[src/rtl/axil_reg_bank_if.sv]
// AXI-Lite bus bundle for the register bank: the five channels, 32-bit address and data.
// Every channel transfers on a clock edge where its valid and ready are both high; a source holds valid and its payload stable until that edge.
interface axil_reg_bank_if;
   logic [31:0] axi_awaddr;
   logic        axi_awvalid;
   logic        axi_awready;
   logic [31:0] axi_wdata;
   logic [3:0]  axi_wstrb;
   logic        axi_wvalid;
   logic        axi_wready;
   logic [1:0]  axi_bresp;
   logic        axi_bvalid;
   logic        axi_bready;
   logic [31:0] axi_araddr;
   logic        axi_arvalid;
   logic        axi_arready;
   logic [31:0] axi_rdata;
   logic [1:0]  axi_rresp;
   logic        axi_rvalid;
   logic        axi_rready;

   modport master (
      output axi_awaddr, axi_awvalid, axi_wdata, axi_wstrb, axi_wvalid, axi_bready,
             axi_araddr, axi_arvalid, axi_rready,
      input  axi_awready, axi_wready, axi_bresp, axi_bvalid, axi_arready,
             axi_rdata, axi_rresp, axi_rvalid
   );

   modport slave (
      input  axi_awaddr, axi_awvalid, axi_wdata, axi_wstrb, axi_wvalid, axi_bready,
             axi_araddr, axi_arvalid, axi_rready,
      output axi_awready, axi_wready, axi_bresp, axi_bvalid, axi_arready,
             axi_rdata, axi_rresp, axi_rvalid
   );
endinterface

[src/rtl/axil_reg_bank.sv]
// AXI-Lite register bank: RW control words with self-clearing pulse bits, live status words,
// sticky W1C event flags with an enable mask and a registered level interrupt.
module axil_reg_bank #(
   parameter logic [15:0]            ADDR_SEGMENT = 16'h0000,
   parameter int                     NUM_CTRL     = 8,
   parameter int                     NUM_STAT     = 4,
   parameter int                     NUM_EVT      = 8,
   parameter logic [NUM_CTRL*32-1:0] PULSE_MASK   = '0,
   parameter logic [NUM_CTRL*32-1:0] CTRL_RESET   = '0,
   parameter logic [31:0]            BLOCK_ID     = 32'h5246_0002
) (
   input  logic                     axilite_clk,
   input  logic                     axilite_rst,
   axil_reg_bank_if.slave           axi,
   output logic [NUM_CTRL*32-1:0]   ctrl_regs,
   output logic [NUM_CTRL-1:0]      ctrl_wr_pulse,
   input  logic [NUM_STAT*32-1:0]   stat_in,
   input  logic [NUM_EVT-1:0]       event_in,
   output logic [NUM_EVT-1:0]       event_pending,
   output logic                     irq
);

   localparam logic [1:0] RESP_OKAY   = 2'b00;
   localparam logic [1:0] RESP_SLVERR = 2'b10;
   localparam logic [1:0] RESP_DECERR = 2'b11;

   typedef enum logic [2:0] {
      K_CTRL, K_STAT, K_PEND, K_EN, K_ID, K_UNMAP, K_SEG
   } kind_e;

   typedef struct packed {
      kind_e kind;
      int    idx;
   } dec_t;

   // Word offset inside the 64 KiB segment; the low two address bits never take part.
   function automatic dec_t decode(input logic [31:2] addr);
      dec_t d;
      d.idx = {24'd0, addr[9:2]};
      if (addr[31:16] != ADDR_SEGMENT)
         d.kind = K_SEG;
      else if (addr[15:10] == 6'h00)
         d.kind = (d.idx < NUM_CTRL) ? K_CTRL : K_UNMAP;
      else if (addr[15:10] == 6'h01)
         d.kind = (d.idx < NUM_STAT) ? K_STAT : K_UNMAP;
      else if (addr[15:2] == 14'h200)
         d.kind = K_PEND;
      else if (addr[15:2] == 14'h201)
         d.kind = K_EN;
      else if (addr[15:2] == 14'h3FF)
         d.kind = K_ID;
      else
         d.kind = K_UNMAP;
      return d;
   endfunction

   // Write-side holders
   logic        aw_full;
   logic [31:2] aw_addr_q;
   logic        w_full;
   logic [31:0] w_data_q;
   logic [3:0]  w_strb_q;
   logic        bvalid_q;
   logic [1:0]  bresp_q;

   // Read-side response registers
   logic        rvalid_q;
   logic [31:0] rdata_q;
   logic [1:0]  rresp_q;

   // Register state
   logic [31:0]         ctrl_q [NUM_CTRL];
   logic [31:0]         ctrl_d [NUM_CTRL];
   logic [NUM_CTRL-1:0] pulse_q;
   logic [NUM_CTRL-1:0] pulse_d;
   logic [NUM_EVT-1:0]  pend_q;
   logic [NUM_EVT-1:0]  pend_d;
   logic [NUM_EVT-1:0]  en_q;
   logic [NUM_EVT-1:0]  en_d;
   logic                irq_q;

   logic        commit;
   dec_t        w_dec;
   dec_t        r_dec;
   logic [31:0] bmask;
   logic [31:0] evt_clr;
   logic [1:0]  wr_resp;
   logic [31:0] rd_data;
   logic [1:0]  rd_resp;
   logic        unused_addr_lsbs;

   assign unused_addr_lsbs = ^{axi.axi_awaddr[1:0], axi.axi_araddr[1:0]};

   // A write commits only once both halves are held and the previous response has been taken.
   assign commit = aw_full & w_full & ~bvalid_q;

   always_comb begin
      w_dec   = decode(aw_addr_q);
      bmask   = {{8{w_strb_q[3]}}, {8{w_strb_q[2]}}, {8{w_strb_q[1]}}, {8{w_strb_q[0]}}};
      wr_resp = RESP_SLVERR;
      evt_clr = '0;
      en_d    = en_q;

      case (w_dec.kind)
         K_CTRL, K_PEND, K_EN: wr_resp = RESP_OKAY;
         K_SEG:                wr_resp = RESP_DECERR;
         default:              wr_resp = RESP_SLVERR;
      endcase

      // Pulse bits live for one cycle only; everything else holds unless written.
      for (int k = 0; k < NUM_CTRL; k++) begin
         ctrl_d[k]  = ctrl_q[k] & ~PULSE_MASK[32*k +: 32];
         pulse_d[k] = 1'b0;
         if (commit && (w_dec.kind == K_CTRL) && (w_dec.idx == k)) begin
            ctrl_d[k]  = (ctrl_d[k] & ~bmask) | (w_data_q & bmask);
            pulse_d[k] = 1'b1;
         end
      end

      if (commit && (w_dec.kind == K_PEND))
         evt_clr = w_data_q & bmask;
      // A new event in the clearing cycle keeps its flag set.
      pend_d = (pend_q & ~evt_clr[NUM_EVT-1:0]) | event_in;

      if (commit && (w_dec.kind == K_EN))
         en_d = (en_q & ~bmask[NUM_EVT-1:0]) | (w_data_q[NUM_EVT-1:0] & bmask[NUM_EVT-1:0]);
   end

   // Read data is built from the current register values, so a same-cycle commit is not visible.
   always_comb begin
      r_dec   = decode(axi.axi_araddr[31:2]);
      rd_data = '0;
      rd_resp = RESP_OKAY;
      case (r_dec.kind)
         K_CTRL: begin
            for (int k = 0; k < NUM_CTRL; k++)
               if (r_dec.idx == k)
                  rd_data = ctrl_q[k] & ~PULSE_MASK[32*k +: 32];
         end
         K_STAT: begin
            for (int k = 0; k < NUM_STAT; k++)
               if (r_dec.idx == k)
                  rd_data = stat_in[32*k +: 32];
         end
         K_PEND:  rd_data[NUM_EVT-1:0] = pend_q;
         K_EN:    rd_data[NUM_EVT-1:0] = en_q;
         K_ID:    rd_data = BLOCK_ID;
         K_SEG:   rd_resp = RESP_DECERR;
         default: rd_resp = RESP_SLVERR;
      endcase
   end

   always_ff @(posedge axilite_clk) begin
      if (axilite_rst) begin
         aw_full   <= 1'b0;
         aw_addr_q <= '0;
         w_full    <= 1'b0;
         w_data_q  <= '0;
         w_strb_q  <= '0;
         bvalid_q  <= 1'b0;
         bresp_q   <= RESP_OKAY;
         rvalid_q  <= 1'b0;
         rdata_q   <= '0;
         rresp_q   <= RESP_OKAY;
         for (int k = 0; k < NUM_CTRL; k++)
            ctrl_q[k] <= CTRL_RESET[32*k +: 32];
         pulse_q   <= '0;
         pend_q    <= '0;
         en_q      <= '0;
         irq_q     <= 1'b0;
      end else begin
         if (axi.axi_awvalid && !aw_full) begin
            aw_full   <= 1'b1;
            aw_addr_q <= axi.axi_awaddr[31:2];
         end else if (commit) begin
            aw_full <= 1'b0;
         end

         if (axi.axi_wvalid && !w_full) begin
            w_full   <= 1'b1;
            w_data_q <= axi.axi_wdata;
            w_strb_q <= axi.axi_wstrb;
         end else if (commit) begin
            w_full <= 1'b0;
         end

         if (commit) begin
            bvalid_q <= 1'b1;
            bresp_q  <= wr_resp;
         end else if (axi.axi_bready) begin
            bvalid_q <= 1'b0;
         end

         if (axi.axi_arvalid && !rvalid_q) begin
            rvalid_q <= 1'b1;
            rdata_q  <= rd_data;
            rresp_q  <= rd_resp;
         end else if (axi.axi_rready) begin
            rvalid_q <= 1'b0;
         end

         for (int k = 0; k < NUM_CTRL; k++)
            ctrl_q[k] <= ctrl_d[k];
         pulse_q <= pulse_d;
         pend_q  <= pend_d;
         en_q    <= en_d;
         irq_q   <= |(pend_q & en_q);
      end
   end

   assign axi.axi_awready = ~aw_full;
   assign axi.axi_wready  = ~w_full;
   assign axi.axi_bvalid  = bvalid_q;
   assign axi.axi_bresp   = bresp_q;
   assign axi.axi_arready = ~rvalid_q;
   assign axi.axi_rvalid  = rvalid_q;
   assign axi.axi_rdata   = rdata_q;
   assign axi.axi_rresp   = rresp_q;

   always_comb begin
      ctrl_regs = '0;
      for (int k = 0; k < NUM_CTRL; k++)
         ctrl_regs[32*k +: 32] = ctrl_q[k];
   end

   assign ctrl_wr_pulse = pulse_q;
   assign event_pending = pend_q;
   assign irq           = irq_q;

endmodule

[src/flat_wrapper.sv]
// flat-port wrapper written by rule: the top's interface ports become plain ports
module axil_reg_bank_flat 
#(
   parameter logic [15:0]            ADDR_SEGMENT = 16'h0000,
   parameter int                     NUM_CTRL     = 8,
   parameter int                     NUM_STAT     = 4,
   parameter int                     NUM_EVT      = 8,
   parameter logic [NUM_CTRL*32-1:0] PULSE_MASK   = '0,
   parameter logic [NUM_CTRL*32-1:0] CTRL_RESET   = '0,
   parameter logic [31:0]            BLOCK_ID     = 32'h5246_0002
)
  (axilite_clk, axilite_rst, ctrl_regs, ctrl_wr_pulse, stat_in, event_in, event_pending, irq, axi_axi_awaddr, axi_axi_awvalid, axi_axi_wdata, axi_axi_wstrb, axi_axi_wvalid, axi_axi_bready, axi_axi_araddr, axi_axi_arvalid, axi_axi_rready, axi_axi_awready, axi_axi_wready, axi_axi_bresp, axi_axi_bvalid, axi_axi_arready, axi_axi_rdata, axi_axi_rresp, axi_axi_rvalid);
  axil_reg_bank_if axi_i ();
  input  logic axilite_clk;
  input  logic axilite_rst;
  output logic [NUM_CTRL*32-1:0] ctrl_regs;
  output logic [NUM_CTRL-1:0] ctrl_wr_pulse;
  input  logic [NUM_STAT*32-1:0] stat_in;
  input  logic [NUM_EVT-1:0] event_in;
  output logic [NUM_EVT-1:0] event_pending;
  output logic irq;
  input wire logic [$bits(axi_i.axi_awaddr)-1:0] axi_axi_awaddr;
  input wire logic [$bits(axi_i.axi_awvalid)-1:0] axi_axi_awvalid;
  input wire logic [$bits(axi_i.axi_wdata)-1:0] axi_axi_wdata;
  input wire logic [$bits(axi_i.axi_wstrb)-1:0] axi_axi_wstrb;
  input wire logic [$bits(axi_i.axi_wvalid)-1:0] axi_axi_wvalid;
  input wire logic [$bits(axi_i.axi_bready)-1:0] axi_axi_bready;
  input wire logic [$bits(axi_i.axi_araddr)-1:0] axi_axi_araddr;
  input wire logic [$bits(axi_i.axi_arvalid)-1:0] axi_axi_arvalid;
  input wire logic [$bits(axi_i.axi_rready)-1:0] axi_axi_rready;
  output wire logic [$bits(axi_i.axi_awready)-1:0] axi_axi_awready;
  output wire logic [$bits(axi_i.axi_wready)-1:0] axi_axi_wready;
  output wire logic [$bits(axi_i.axi_bresp)-1:0] axi_axi_bresp;
  output wire logic [$bits(axi_i.axi_bvalid)-1:0] axi_axi_bvalid;
  output wire logic [$bits(axi_i.axi_arready)-1:0] axi_axi_arready;
  output wire logic [$bits(axi_i.axi_rdata)-1:0] axi_axi_rdata;
  output wire logic [$bits(axi_i.axi_rresp)-1:0] axi_axi_rresp;
  output wire logic [$bits(axi_i.axi_rvalid)-1:0] axi_axi_rvalid;
  assign axi_i.axi_awaddr = axi_axi_awaddr;
  assign axi_i.axi_awvalid = axi_axi_awvalid;
  assign axi_i.axi_wdata = axi_axi_wdata;
  assign axi_i.axi_wstrb = axi_axi_wstrb;
  assign axi_i.axi_wvalid = axi_axi_wvalid;
  assign axi_i.axi_bready = axi_axi_bready;
  assign axi_i.axi_araddr = axi_axi_araddr;
  assign axi_i.axi_arvalid = axi_axi_arvalid;
  assign axi_i.axi_rready = axi_axi_rready;
  assign axi_axi_awready = axi_i.axi_awready;
  assign axi_axi_wready = axi_i.axi_wready;
  assign axi_axi_bresp = axi_i.axi_bresp;
  assign axi_axi_bvalid = axi_i.axi_bvalid;
  assign axi_axi_arready = axi_i.axi_arready;
  assign axi_axi_rdata = axi_i.axi_rdata;
  assign axi_axi_rresp = axi_i.axi_rresp;
  assign axi_axi_rvalid = axi_i.axi_rvalid;
  axil_reg_bank #(.ADDR_SEGMENT(ADDR_SEGMENT), .NUM_CTRL(NUM_CTRL), .NUM_STAT(NUM_STAT), .NUM_EVT(NUM_EVT), .PULSE_MASK(PULSE_MASK), .CTRL_RESET(CTRL_RESET), .BLOCK_ID(BLOCK_ID)) u_core (.axilite_clk(axilite_clk), .axilite_rst(axilite_rst), .axi(axi_i), .ctrl_regs(ctrl_regs), .ctrl_wr_pulse(ctrl_wr_pulse), .stat_in(stat_in), .event_in(event_in), .event_pending(event_pending), .irq(irq));
endmodule
[config.mk]
export PLATFORM = sky130hd
export DESIGN_NAME = axil_reg_bank_flat
export DESIGN_NICKNAME = d
export VERILOG_FILES = /design/src/rtl/axil_reg_bank_if.sv /design/src/rtl/axil_reg_bank.sv /design/src/flat_wrapper.sv
export SDC_FILE = /design/constraint.sdc
export NUM_CORES = 1
export LEC_CHECK = 0
export ABC_AREA = 1
export BUFFER_PORTS_ARGS = -buffer_cell sky130_fd_sc_hd__buf_2
export CAP_MARGIN = 15
export CORE_ASPECT_RATIO = 1.2
export CORE_MARGIN = 1.5
export CORE_UTILIZATION = 40
export CTS_BUF_LIST = sky130_fd_sc_hd__clkbuf_4
export CTS_CLUSTER_SIZE = 16
export DETAILED_ROUTE_END_ITERATION = 8
export PLACE_DENSITY = 0.69
export SYNTH_ARGS = -nofsm -noshare
export SYNTH_HDL_FRONTEND = slang
export SYNTH_SLANG_ARGS = --single-unit
[constraint.sdc]
create_clock -name axilite_clk -period 2.36 [get_ports axilite_clk]
set_clock_uncertainty 0.05 [all_clocks]
set_input_delay 0.472 -clock axilite_clk [delete_from_list [all_inputs] [get_ports axilite_clk]]
set_output_delay 0.472 -clock axilite_clk [all_outputs]
set_load 0.05 [all_outputs]
# After elaboration in Yosys (flattened, before gate mapping)

Memory sizes are Yosys's and may differ from the RTL's.
Index checks and enable logic that the tools add are counted.

Register bits: 131
Bits in writable memories: 256
Memories kept: 1
Input bits: 243
Output and inout port bits: 314

Memory list:

| memory        | depth | width | read ports | clocked after Yosys merged registers in | wr ports | RTL line            | RTL |
|---|---|---|---|---|---|---|---|
| u_core.ctrl_q | 8     | 32    | 8          | 0                                       | 8        | axil_reg_bank.sv:72 | `logic [31:0] ctrl_q [NUM_CTRL];` |

Muxes and demuxes: 67
Equal/unequal tests: 30
Bitwise gates (word level): 40
Reduce and logical (&&, ||, !) cells: 32
Order comparisons: 4

Operators by type and width:

| operator             | number |
|---|---|
| $mux 32              | 28 |
| $and 32x32->32       | 9 |
| $or 32x32->32        | 8 |
| $eq 14x10->1 const B | 6 |
| $pmux 24 s3          | 1 |
| $eq 8x4->1 const B   | 8 |
| $mux 3               | 14 |
| $pmux 8 s5           | 1 |
| $and 8x8->8          | 4 |
| $eq 8x3->1 const B   | 4 |
| $not 32->32          | 1 |
| $reduce_bool 16->1   | 2 |
| $mux 1               | 20 |
| $eq 8x2->1 const B   | 2 |
| $logic_not 8->1      | 2 |
| $lt 8x3->1 const B   | 2 |
| $lt 8x4->1 const B   | 2 |
| $not 8->8            | 2 |
| $or 8x8->8           | 2 |
| $logic_and 1x1->1    | 14 |
| $eq 3x2->1 const B   | 4 |
| $eq 6x1->1 const B   | 2 |
| $logic_not 6->1      | 2 |
| $eq 3x3->1 const B   | 3 |
| other kinds (12)     | 30 |

# Depth between registers and ports, before layout

Gate-level depths: netlist (run 1).

Word-level depth: 13
Depth in mapped cells: 17

# Worst setup path after synthesis (run 1)

OpenSTA, ideal clock, no wires.

Kind: register to register
Start point: register u_core.w_full
End point: register (tool-made name)
Path slack: 116 ps
Cell stages (with the launch flop): 11
Library setup time: 116 ps
Period minus slack after synthesis: 2244 ps
Arrival time: 2078 ps
Path buffers: 1
Cells stage by stage: dfxtp_1 > inv_1 > nor3_1 > nand3_1 > nor2_2 > nand2_2 > nor2_2 > nand2_1 > buf_2 > o21ai_0 > nor2_1

RTL lines:

| element                | RTL line             | RTL |
|---|---|---|
| start, declared        | axil_reg_bank.sv:60  | `logic w_full;` |
| start signal, assigned | axil_reg_bank.sv:157 | `w_full <= 1'b0;` |
| start signal, assigned | axil_reg_bank.sv:180 | `w_full <= 1'b1;` |
| start signal, assigned | axil_reg_bank.sv:184 | `w_full <= 1'b0;` |

==> results.ini, run 1 <==
[status]
outcome=finished, violations left
violations=setup timing

[sta]
whs_ns=0.0666
worst_slack_ns=-0.0115
fmax_mhz=422
min_period_ns=2.37
relSlewSlack_pct=50.0
hold_violations=0
tightest_slew_ns=0.750
rsz0062_at_grt=yes
slew_violations=0
setup_viol=1
timing.final.crit_share_pct=100

[setup_path]
worstPathArrival_ns=3.03
startpoint_type=register
worstSetupEndpointType=register
worstReg2RegStart=u_core.aw_addr_q[27]$_SDFFE_PP0P_
timing_worst_setup_path_type=register to register
reg2reg_depth=13
rrSetupSlack_ns=-0.01
cp_max_fo=8
worstPathRequired_ns=3.02

[synth]
synth-compound-area-share_pct=14.9
syn-cell-area_um2=18600
synth-main-ff-cell=dfxtp_1
yosys_warnings=0
synth_top_family_by_area=simple AND/OR/NAND/NOR gates
synth_edf_count=0
async_flop_share_pct=0
syn_nets=3206
synthMuxAreaShare_pct=0
syn_avg_cell_area_um2=6.28
seq_area_frac_synth_pct=41.6
ys_ff_latch=387
synth_xor_area_share_pct=0
yosys.area_share.simple_pct=31.4
postSynthCellCount=2963
yosysUniqueCellTypes=35
yosys.area_share.adder_pct=0

[die]
placementRows=86
io_pins=557
core_area_um2=45900
die_w_um=200
start_util_pct=40.5
die_h_um=239
dieArea_um2=47800

[finish]
layout_common_cells=832 x nand2_1, 552 x buf_2, 423 x inv_1, 413 x nor2_1, 382 x dfxtp_1
layout-drive-gt1-share_pct=27.0
layout_commonest_cell=nand2_1
final_cells=4437
final_util_pct=57.0
synthToLayoutAreaGrowth_pct=40.8
fin_nets=4004
nFillCells=4367

[pwr]
seqPwrFrac_pct=50.3
combPwrFrac_pct=9.1
p_clk_share_pct=40.6
power.leakage_nw=13.6
swShare_pct=27.4
internal_power_mw=9.88
power_density_nw_per_um2=520
power.switching_mw=3.73
finalPower_mw=13.6
vdd_drop_max_v=0.000426

[global_routing]
grt_overflow=0
antenna_found_initial=3
grt_first_pass_wirelength_um=116000
grt_pass1_vias=20100
grt_max_degree=87
grtUsageTotal_pct=32.0

[place]
numPortBuffers=552
hpwl_um=60100
place_congestion=0.951
dpl.cell_count=4177

[routing]
totalWireLength_um=80400
via_per_inst=4.96
wl_per_cell_um=18.1
antenna_left=0
post-route-drc-count=0
drtIter0Drc=1786
dr.pass1.iters=5
num_vias=22000

[clocking]
cts_made_buffers=98
cts-root-buf=clkbuf_4
ctsHtreeMaxLevel=3
insertion_delay_ns=0.88
cts_tree=yes
cts.path.max_buffers=3
clk_pin_slew_worst_paths_ns=0.06
cts.sink_count=387

[worst_hold_path]
hold_path_startpoint=stat_in[77]
worstHoldEndpoint=u_core.axi.axi_rdata[13]$_SDFFE_PP0P_
min_path_type=input pin to register
min_path_cells=7

[job]
cap_violations=0

-- power by group through the flow --
stage               clock, mW  sequential [mW]  combinational [mW]
global route             5.96             6.85                1.34
detailed placement          0             6.96                1.03
finish                   5.53             6.84                1.24
floorplan                   0             6.96               0.476
global placement            0             6.96                1.03
CTS                      5.60             6.82                1.15
-- cell usage after synthesis (5+ instances only) --
library cell | n | area share, %
nor2_4 | 5 | 0.30
nand4_1 | 45 | 1.5
inv_1 | 427 | 8.6
o21ai_0 | 214 | 5.8
nor2_2 | 9 | 0.30
inv_2 | 15 | 0.30
o22ai_1 | 5 | 0.17
o211ai_1 | 13 | 0.52
buf_2 | 35 | 0.94
nand3_1 | 65 | 1.7
nor2_1 | 429 | 8.7
nand2_1 | 868 | 18
clkbuf_1 | 92 | 1.9
nand3_2 | 6 | 0.32
a21oi_1 | 291 | 7.8
dfxtp_1 | 387 | 42
o21ai_1 | 5 | 0.13
nand2_2 | 5 | 0.17
nand3b_1 | 8 | 0.32
nor3_1 | 11 | 0.30
-- routing by layer --
layer,vias to the layer above,wire length [µm],track usage (%)
met2,958,39100,55.0
met3,182,6630,6.62
met5,-,28,0
met1,9980,31000,37.8
met4,4,3520,15.4
li1,10900,-,-
-- final cells by class --
| cell class | count | area, µm² | area share, % |
|---|---|---|---|
| clock buffers | 136 | 1020 | 3.90 |
| repair buffers | 833 | 5790 | 22.1 |
| clock inverters | 22 | 119 | 0.454 |
| flip-flops and latches | 387 | 7750 | 29.6 |
| well taps | 616 | 771 | 2.94 |
| multi-input cells | 1996 | 9040 | 34.5 |
| inverters | 445 | 1690 | 6.44 |
| diodes | 2 | 5.00 | 0.0191 |
-- cell families (layout without fill, tap and decap cells) --
| logic type | count (synthesis) | count (layout) |
|---|---|---|
| AO/OA/AOI/OAI | 539 | 539 |
| buffers and inverters | 580 | 1436 |
| flip-flops | 387 | 387 |
| other | 0 | 2 |
| AND/OR/NAND/NOR | 1457 | 1457 |
-- how the worst max path moves through the flow --
stage                                 startpoint                                     to  slack (ns)  depth (start not counted)
2_1_floorplan         u_core.w_full$_SDFFE_PP0P_                               register        0.12                         10
3_3_place_gp                   axi_axi_araddr[9]  u_core.axi.axi_rdata[27]$_SDFFE_PP0P_       -0.35                         16
3_5_place_dp                   axi_axi_araddr[9]  u_core.axi.axi_rdata[27]$_SDFFE_PP0P_       -0.39                         16
4_1_cts        u_core.aw_addr_q[14]$_SDFFE_PP0P_                               register        0.03                         16
5_1_grt        u_core.aw_addr_q[15]$_SDFFE_PP0P_                               register       -0.16                         15
6_report       u_core.aw_addr_q[27]$_SDFFE_PP0P_                               register       -0.01                         13
-- metrics by stage --
step | setup WS, ns | instance area [µm²] | TNS (ns)
CTS | 0.0306 | 25500 | 0
floorplan | 0.116 | 18600 | 0
detailed placement | -0.393 | 23500 | -19.15
finish | -0.0115 | 26200 | -0.0115
global route | -0.161 | 26200 | -10.79
global placement | -0.348 | 23500 | -13.28
-- critical path, cell delays in order (launching register included) --
cell,delay [ns]
dfxtp_1,0.33
nor4_4,0.32
nand3_4,0.15
inv_1,0.11
buf_4,0.13
nand2_4,0.04
inv_2,0.08
nand2_2,0.07
nor2_4,0.13
buf_12,0.16
nand3_4,0.13
buf_12,0.21
o21ai_1,0.19
nor2_1,0.08
-- what timing repair did --
action,CTS,global route
setup buffers,0,8
pin swaps,1,26
resized for setup,9,162
setup endpoints to repair,145,272
hold endpoints to repair,83,0
cloned,0,7
hold buffers,85,0
(Power assumes the default switching activity.)
==> run 2, diff against run 1 <==
CORE_ASPECT_RATIO = not set   (was 1.2)
==> run 2 against run 1 <==
Effect of this change: the run now ends clean; highest routed layer unchanged; critical path depth increased by 2; sequential share of layout area about the same; sequential power about the same; largest cell class unchanged; clock power increased by 6.1%; global-route usage increased by 0.66 points; worst setup slack improved by 0.012 ns; wire length increased by 3.9%.
==> results.ini, run 2 (same netlist as run 1, synthesis figures left out) <==
[status]
outcome=finished clean  ; was finished, violations left

[sta]
relSlewSlack_pct=44.5  ; was 50.0%
rsz0062_at_grt=yes  ; unchanged
hold_violations=0  ; unchanged
min_period_ns=2.36  ; was 2.37 ns
setup_viol=0  ; was 1
fmax_mhz=424  ; was 422 MHz
tightest_slew_ns=0.831  ; was 0.750 ns
slew_violations=0  ; unchanged
worst_slack_ns=0.000949  ; was -0.0115 ns
whs_ns=0.0608  ; was 0.0666 ns
timing.final.crit_share_pct=100  ; about the same

[pwr]
power_density_nw_per_um2=534  ; was 520 nW/µm²
power.leakage_nw=13.6  ; about the same
vdd_drop_max_v=0.000458  ; was 0.000426 V

[place]
hpwl_um=60500  ; was 60100 µm
numPortBuffers=552  ; unchanged
dpl.cell_count=4157  ; was 4177
dpl_worst_slack_ns=-0.376  ; was -0.393 ns
place_congestion=0.933  ; was 0.951

[setup_path]
crit_slowest_cell=dfxtp_1  ; unchanged
worstPathArrival_ns=3.04  ; was 3.03 ns
startpoint_type=register  ; unchanged
cp_max_fo=8  ; unchanged
crit_buf_inv=4  ; was 5
cpMostUsedCell=nand2_2
crit_family=simple AND/OR/NAND/NOR gates  ; unchanged
worstPathRequired_ns=3.04  ; was 3.02 ns
cp_cell_sequence=nor2_2, buf_4, buf_4, and3_1, nand3_1, nand3_2, nand2_2, nand2_2, nand2_2, nor2_4, buf_12, nand3_4, buf_12, o21ai_1, nor2_1  ; was nor4_4, nand3_4, inv_1, buf_4, nand2_4, inv_2, nand2_2, nor2_4, buf_12, nand3_4, buf_12, o21ai_1, nor2_1
timing_worst_setup_path_type=register to register  ; unchanged
crit_start=u_core.aw_addr_q[12]$_SDFFE_PP0P_  ; was u_core.aw_addr_q[27]$_SDFFE_PP0P_
cp_slowest_stage_delay_ns=0.32  ; was 0.33 ns
worstReg2RegStart=u_core.aw_addr_q[12]$_SDFFE_PP0P_  ; was u_core.aw_addr_q[27]$_SDFFE_PP0P_
worstSetupEndpointType=register  ; unchanged

[finish]
layout_common_cells=847 x nand2_1, 552 x buf_2, 424 x inv_1, 417 x nor2_1, 381 x dfxtp_1  ; was 832 x nand2_1, 552 x buf_2, 423 x inv_1, 413 x nor2_1, 382 x dfxtp_1
final_cells=4449  ; was 4437
layout-drive-gt1-share_pct=26.6  ; was 27.0%
nFillCells=4401  ; was 4367
final_util_pct=57.4  ; was 57.0%
synthToLayoutAreaGrowth_pct=40.9  ; was 40.8%
layout_commonest_cell=nand2_1  ; unchanged
fin_nets=4020  ; was 4004

[die]
dieArea_um2=47800  ; about the same
placementRows=78  ; was 86
io_pins=557  ; unchanged
start_util_pct=40.7  ; was 40.5%
core_area_um2=45700  ; was 45900 µm²
die_h_um=219  ; was 239 µm
die_w_um=219  ; was 200 µm

[global_routing]
grt_overflow=0  ; unchanged
antenna_found_initial=4  ; was 3
grtUsageTotal_pct=32.7  ; was 32.0%
grt_first_pass_wirelength_um=118000  ; was 116000 µm
grt_max_degree=76  ; was 87
grt_pass1_vias=20000  ; was 20100

[routing]
num_vias=22300  ; was 22000
drtIter0Drc=2047  ; was 1786
post-route-drc-count=0  ; unchanged
antenna_left=0  ; unchanged
wl_per_cell_um=18.8  ; was 18.1 µm
dr.pass1.iters=6  ; was 5
via_per_inst=5.01  ; was 4.96
totalWireLength_um=83500  ; was 80400 µm

[worst_hold_path]
hold_path_startpoint=stat_in[57]  ; was stat_in[77]
min_path_type=input pin to register  ; unchanged

[clocking]
cts_made_buffers=104  ; was 98
ctsHtreeMaxLevel=3  ; unchanged
clk_pin_slew_worst_paths_ns=0.06  ; about the same
cts.sink_count=387  ; unchanged
cts.path.max_buffers=3  ; unchanged
insertion_delay_ns=0.87  ; was 0.88 ns
cts_tree=yes  ; unchanged
cts-root-buf=clkbuf_4  ; unchanged

[job]
cap_violations=0  ; unchanged

==> run 2: cell types whose count changed in the layout (fill, tap and decap cells not counted), sizes merged, moves of 2 or more <==
cell,before,now
clkbuf,142,145
clkinv,18,26
clkinvlp,2,0
diode,2,7
dlygate4sd3,85,95
==> run 2: layout make-up <==
cell class	instances	area, µm²	area share (%)
diodes	7	17.5	0.0668
clock buffers	141	1060	4.04
clock inverters	30	174	0.663
inverters	445	1690	6.44
multi-input cells	1997	9030	34.5
flip-flops and latches	387	7750	29.6
well taps	600	751	2.86
repair buffers	842	5740	21.9
==> run 2: final timing paths <==
| check | depth (start not counted) | slack [ns] | to |
|---|---|---|---|
| hold / removal | 5 | 0.06 | u_core.axi.axi_rdata[25]$_SDFFE_PP0P_ |
| setup reg to reg | 15 | 0.0009 | register |
| hold reg to reg | 2 | 0.41 | u_core.axi.axi_rdata[29]$_SDFFE_PP0P_ |
| setup / recovery | 15 | 0.0009 | register |
==> run 2: stage by stage <==
| step | TNS, ns | area, µm² | power, mW |
|---|---|---|---|
| global route | -14.81 | 26200 | 14.5 |
| finish | 0 | 26200 | 14.0 |
| CTS | 0 | 25500 | 13.9 |
| floorplan | 0 | 18600 | 7.44 |
| detailed placement | -9.74 | 23300 | 8.01 |
| global placement | -8.06 | 23300 | 8.01 |
==> run 2: what timing repair did <==
item                                    CTS  global route
endpoints found under the setup margin   13           258
hold buffers                             95             0
pin swaps                                 0            24
endpoints found under the hold margin   106             0
cloned                                    0            11
resized for setup                         3           196
setup buffers                             0             8
==> run 2: worst reg2reg max path, cell delays in order, from the launching register on <==
cell and delay [ns]:
dfxtp_1 0.32, nor2_2 0.16, buf_4 0.13, buf_4 0.09, and3_1 0.13, nand3_1 0.11
nand3_2 0.10, nand2_2 0.09, nand2_2 0.10, nand2_2 0.07, nor2_4 0.20, buf_12 0.18
nand3_4 0.13, buf_12 0.22, o21ai_1 0.12, nor2_1 0.04
==> run 2: report_power, final <==
part	leakage, nW	switching (mW)	internal (mW)	total, mW
registers	3.14	0.199	6.65	6.85
clock network	0.739	2.92	2.95	5.87
logic	9.72	0.747	0.519	1.27
total	13.6	3.87	10.1	14.0
==> run 2: routing by layer <==
metal  up-vias  track usage (%)  routed length [µm]
met5         -                0                  10
met4         2             14.5                3460
met3       213             7.75                7760
met2      1108             52.8               38500
met1     10100             41.2               33700
li1      10900                -                   -
